--- src/rtl/bpred_pkg.sv ---
// Shared types and constant helpers for the branch predictor / BTB.
// No logic of its own: imported by bpred_btb and bpred_sat_ctr.
// No flow control.
package bpred_pkg;

    typedef enum logic {BP_IDLE, BP_SWEEP} bp_state_t;

    localparam int unsigned BP_CNT_W_MAX = 4;
    // MSB-aligned weakly-taken pattern; a CNT_W-bit counter takes the top CNT_W bits
    localparam logic [BP_CNT_W_MAX-1:0] BP_WEAK_INIT = 4'b1000;

    function automatic int unsigned clog2(input int unsigned n);
        int unsigned r;
        r = 0;
        for (int unsigned v = n - 1; v != 0; v = v >> 1) begin
            r = r + 1;
        end
        return r;
    endfunction

endpackage

--- src/rtl/bpred_sat_ctr.sv ---
// Saturating up/down next-value logic, shared by the table counters and the stats.
// Combinational, zero latency.
// No flow control; inc and dec together hold the value.
module bpred_sat_ctr
    import bpred_pkg::*;
#(
    parameter int unsigned W = 2
) (
    input  logic [W-1:0] cur,
    input  logic         inc,
    input  logic         dec,
    output logic [W-1:0] nxt
);

    always_comb begin
        nxt = cur;
        if (inc && !dec && (cur != {W{1'b1}})) begin
            nxt = cur + W'(1);
        end else if (dec && !inc && (cur != '0)) begin
            nxt = cur - W'(1);
        end
    end

endmodule

--- src/rtl/bpred_btb.sv ---
// Direct-mapped branch predictor + BTB; optional saturating stats under BPRED_STATS_EN.
// Lookup is combinational; updates land at the next edge with no bypass.
// No backpressure: updates arriving while busy or on a clear cycle are dropped.
module bpred_btb
    import bpred_pkg::*;
#(
    parameter int unsigned ADDR_W  = 16,
    parameter int unsigned ENTRIES = 16,
    parameter int unsigned CNT_W   = 2,
    parameter int unsigned STAT_W  = 16
) (
    input  logic              clk,
    input  logic              rst,
    input  logic [ADDR_W-1:0] lk_pc,
    output logic              lk_taken,
    output logic [ADDR_W-1:0] lk_target,
    input  logic              upd_valid,
    input  logic [ADDR_W-1:0] upd_pc,
    input  logic              upd_taken,
    input  logic [ADDR_W-1:0] upd_target,
    input  logic              upd_mispredict,
    input  logic              clear,
    output logic              busy,
    output logic [STAT_W-1:0] stat_updates,
    output logic [STAT_W-1:0] stat_mispredicts
);

    localparam int unsigned IDX_W = clog2(ENTRIES);
    localparam int unsigned TAG_W = ADDR_W - IDX_W;
    localparam logic [CNT_W-1:0] WEAK_INIT = BP_WEAK_INIT[BP_CNT_W_MAX-1 -: CNT_W];

    typedef struct packed {
        logic              valid;
        logic [TAG_W-1:0]  tag;
        logic [CNT_W-1:0]  ctr;
        logic [ADDR_W-1:0] target;
    } entry_t;

    entry_t tbl [ENTRIES];

    bp_state_t        state, state_d;
    logic [IDX_W-1:0] ptr, ptr_d;
    logic             wr_en;
    logic [IDX_W-1:0] wr_idx;
    entry_t           wr_dat;

    logic [IDX_W-1:0] lk_idx;
    logic             lk_hit;
    logic [IDX_W-1:0] upd_idx;
    entry_t           upd_ent;
    logic             upd_hit;
    logic             upd_acc;
    logic [CNT_W-1:0] ctr_nxt;

    assign busy = (state == BP_SWEEP);

    assign lk_idx    = lk_pc[IDX_W-1:0];
    assign lk_hit    = tbl[lk_idx].valid && (tbl[lk_idx].tag == lk_pc[ADDR_W-1:IDX_W]);
    assign lk_taken  = lk_hit && tbl[lk_idx].ctr[CNT_W-1] && !busy;
    assign lk_target = lk_taken ? tbl[lk_idx].target : '0;

    assign upd_idx = upd_pc[IDX_W-1:0];
    assign upd_ent = tbl[upd_idx];
    assign upd_hit = upd_ent.valid && (upd_ent.tag == upd_pc[ADDR_W-1:IDX_W]);
    assign upd_acc = upd_valid && !busy && !clear && !rst;

    bpred_sat_ctr #(.W(CNT_W)) u_ctr (
        .cur (upd_ent.ctr),
        .inc (upd_taken),
        .dec (!upd_taken),
        .nxt (ctr_nxt)
    );

    // Single table write port: the sweep owns it while busy, updates otherwise
    always_comb begin
        state_d = state;
        ptr_d   = ptr;
        wr_en   = 1'b0;
        wr_idx  = upd_idx;
        wr_dat  = '0;
        if (rst || clear) begin
            state_d = BP_SWEEP;
            ptr_d   = '0;
        end else if (state == BP_SWEEP) begin
            ptr_d = ptr + IDX_W'(1);
            if (ptr == IDX_W'(ENTRIES - 1)) begin
                state_d = BP_IDLE;
            end
        end
        if (state == BP_SWEEP) begin
            wr_en  = 1'b1;
            wr_idx = ptr;
        end else if (upd_acc && (upd_hit || upd_taken)) begin
            wr_en         = 1'b1;
            wr_dat.valid  = 1'b1;
            wr_dat.tag    = upd_pc[ADDR_W-1:IDX_W];
            wr_dat.ctr    = upd_hit ? ctr_nxt : WEAK_INIT;
            wr_dat.target = upd_taken ? upd_target : upd_ent.target;
        end
    end

    always_ff @(posedge clk) begin
        if (rst) begin
            state <= BP_SWEEP;
            ptr   <= '0;
        end else begin
            state <= state_d;
            ptr   <= ptr_d;
        end
    end

    always_ff @(posedge clk) begin
        if (wr_en) begin
            tbl[wr_idx] <= wr_dat;
        end
    end

`ifdef BPRED_STATS_EN
    logic [STAT_W-1:0] upd_cnt, upd_cnt_nxt;
    logic [STAT_W-1:0] mis_cnt, mis_cnt_nxt;

    bpred_sat_ctr #(.W(STAT_W)) u_upd_cnt (
        .cur (upd_cnt),
        .inc (upd_acc),
        .dec (1'b0),
        .nxt (upd_cnt_nxt)
    );

    bpred_sat_ctr #(.W(STAT_W)) u_mis_cnt (
        .cur (mis_cnt),
        .inc (upd_acc && upd_mispredict),
        .dec (1'b0),
        .nxt (mis_cnt_nxt)
    );

    always_ff @(posedge clk) begin
        if (rst || clear) begin
            upd_cnt <= '0;
            mis_cnt <= '0;
        end else begin
            upd_cnt <= upd_cnt_nxt;
            mis_cnt <= mis_cnt_nxt;
        end
    end

    assign stat_updates     = upd_cnt;
    assign stat_mispredicts = mis_cnt;
`else
    logic unused_stats;
    assign unused_stats     = upd_mispredict;
    assign stat_updates     = '0;
    assign stat_mispredicts = '0;
`endif

endmodule

--- config.mk ---
export PLATFORM = sky130hd
export DESIGN_NAME = bpred_btb
export DESIGN_NICKNAME = d
export VERILOG_FILES = /design/src/rtl/bpred_pkg.sv /design/src/rtl/bpred_sat_ctr.sv /design/src/rtl/bpred_btb.sv
export SDC_FILE = /design/constraint.sdc
export NUM_CORES = 1
export LEC_CHECK = 0
export ABC_CLOCK_PERIOD_IN_PS = 5700
export CAP_MARGIN = 15
export CORE_MARGIN = 3
export CORE_UTILIZATION = 50
export DETAILED_ROUTE_END_ITERATION = 16
export HOLD_SLACK_MARGIN = 0.02
export MAX_ROUTING_LAYER = met4
export PLACE_DENSITY = 0.68
export SLEW_MARGIN = 20
export SYNTH_ARGS = -nofsm -noshare
export SYNTH_HDL_FRONTEND = slang
export SYNTH_SLANG_ARGS = --single-unit
--- constraint.sdc ---
create_clock -name clk -period 5.7 [get_ports clk]
set_input_delay 0.855 -clock clk [delete_from_list [all_inputs] [get_ports clk]]
set_output_delay 0.855 -clock clk [all_outputs]
set_load 0.1 [all_outputs]
==> results.toml <==
[outcome]
status = "completed"

[setup_path]
start_kind = "input pin"
rr_endpoint = "tbl[5][10]"
worstPathRequired_ns = 4.85
critPathLaunch = "lk_pc[0]"
critPathKind = "input pin to primary output"
reg2reg_setup_slack_ns = 1.79
reg2reg_depth = 9
crit_fanout = 37
r2r_start = "tbl[8][18]"
worstPathArrival_ns = 4.16
end_kind = "primary output"

[cts]
cts_setup_buffers = 0
cts_sinks = 501
clock_latency_ns = 0.60
numCtsBuffers = 53
cts_root_buf = "clkbuf_16"
cts_tree = "built"
path_clk_slew_ns = 0.05
clk_path_buf_depth = 3
cts_resized = 0
htree_num_levels = 2
hold_buffers = 0

[logic_synthesis]
ys_seq_elements = 501
synth_ff_type = "edfxtp_1"
ys.warnings.count = 0
syn_area_um2 = 23900
synth-edff-count = 496
seq_area_frac_synth_pct = 62.7
synth.area.top_cells = "edfxtp_1 62%, mux4_2 26%, mux2i_1 2.4%"
synth_top_area_share_pct = 62.2
synth_top_cell_by_area = "edfxtp_1"
synthesis.instances = 1205
ys_async_sr_fraction_pct = 0
avgSynthCellArea_um2 = 19.9
yosys.cell_types.count = 55

[global_routing]
antenna_found_initial = 0
grt_use_total_pct = 25.4
grt_max_degree = 50
grt_pass1_wl_mm = 89.7
grt_pass1_vias = 13549
grt-ovfl-total = 0

[detailed_routing]
finalWirelength_mm = 60.8
drtIter0Drc = 1545
wl_per_cell_um = 30.6
final_antenna_net_count = 0
via_count = 13013
dr.pass1.iters = 5
viasPerCell = 6.56
drc = 0

[worst_hold_path]
min_path_cells = 2
hp-class = "register to register"
hold_path_startpoint = "ptr[0]"
whs_endpoint = "ptr[0]"

[sta]
fin_skew_ns = 0.0202
rsz0062_at_grt = "false"
period_share_pct = 88.0
setup_violations = 0
fmax_mhz = 199
hold_viol = 0
fin_setup_tns_ns = 0
slew_headroom_pct = 29.3
finalCriticalPeriod_ns = 5.02
drv_slew = 0
worst_pin_slew_ns = 1.06

[final_layout]
area_growth_pct = 15.6
fillCellCount = 3405
fin_nets = 1395
final_cell_area_um2 = 27700
layout_common_cells = "496 x edfxtp_1, 272 x mux4_2, 92 x buf_4"
final_common_cell = "edfxtp_1"
layout-drive-gt1-share_pct = 35.3
n_antenna_cell = 0

[floorplanning]
row_count = 79
core_um2 = 47000
die_h_um = 225
dieArea_um2 = 50500
ioPinCount = 104
die_width_um = 225
initial_utilization_pct = 51.0

[power]
power.density_nw_per_um2 = 291
vdd_drop_max_mv = 0.240
power.static_leakage_uw = 0.00946

[place]
hpwl_mm = 37.2
port_buffers = 70
place.gp.congestion = 0.838
place_area_um2 = 26000

[job]
maxCapViolations = 0
-- metrics by stage --
| stage | util, % | setup WS, ns | hold WS [ns] | cells | power, µW |
|---|---|---|---|---|---|
| detailed placement | 55.4 | 0.647 | 0.543 | 1890 | 4830 |
| global placement | 55.4 | 0.639 | 0.522 | 1890 | 4820 |
| finish | 58.9 | 0.684 | 0.564 | 1984 | 8040 |
| floorplan | - | 0.673 | 0.497 | 1236 | 4650 |
| CTS | 58.9 | 0.643 | 0.552 | 1984 | 8120 |
| global route | 58.9 | 0.519 | 0.610 | 1984 | 8300 |
-- worst max-delay path: stages --
cell and delay [ns]:
clkbuf_8 0.43, buf_12 0.34, mux4_2 0.53, mux4_2 0.50, xnor2_1 0.17, nand4_1 0.21
nor4_4 0.29, buf_4 0.32, and3_1 0.28, buf_12 0.19
-- layout make-up --
type	instances	area, µm²	area share [%]
Clock buffer	65	1380	4.99
Clock inverter	29	263	0.950
Inverter	20	75.1	0.271
Multi-Input combinational cell	597	8540	30.9
Sequential cell	501	15000	54.2
Tap cell	607	759	2.75
Timing Repair Buffer	165	1650	5.97
-- worst max path at each step --
| stage | cells after the start | slack [ns] | to |
|---|---|---|---|
| final | 10 | 0.68 | lk_target[12] |
| after global routing | 10 | 0.52 | lk_target[12] |
| after CTS | 10 | 0.64 | lk_target[11] |
| after detailed placement | 10 | 0.65 | lk_target[11] |
| after global placement | 10 | 0.64 | lk_target[11] |
| after floorplan | 11 | 0.67 | tbl[8][0] |
-- per-layer routing --
layer / up-vias / GRT usage, % / part of all wire (%)
li1: 5371 / - / -
met1: 6944 / 35.7 / 40
met2: 604 / 40.1 / 49
met3: 94 / 3.72 / 8.1
met4: 0 / 6.03 / 2.2
met5: - / - / 0
-- where the power goes --
part           internal, µW  switching [µW]  leakage [µW]
sequential             4030            14.8       0.00491
combinational           311             396       0.00375
clock                  1930            1360      0.000792
-- flip-flops by register name (all words and copies together), names as in the netlist --
register,count
ptr,4
tbl,496
busy,1
-- cell usage after synthesis, types with 3 or more instances --
cell type,number
inv_1,17
nand2_1,15
xnor2_1,17
dfxtp_1,5
buf_1,12
buf_4,41
a21oi_1,8
buf_6,3
nor2b_1,6
or3_1,3
buf_2,35
a22oi_1,9
mux4_2,272
a211oi_1,3
xor2_1,7
a22o_1,3
or4_1,4
nand3_1,16
mux2i_1,58
nand4b_1,3
o211ai_1,5
o21ai_0,9
nor2_1,41
clkbuf_1,27
nand4_1,10
and3_1,19
nor3_1,6
o22ai_1,13
edfxtp_1,496
ha_1,3
-- kinds of logic after synthesis --
family | count (synthesis) | synth area share [%]
xor+xnor | 24 | 0.878
compound gates | 62 | 1.73
simple gates | 144 | 3.36
buf+inv | 138 | 3.08
fa+ha+maj | 3 | 0.157
mux | 332 | 28.1
flops | 501 | 62.7
other cells | 1 | 0.0157
No activity file was read; power rests on OpenSTA's default activity.
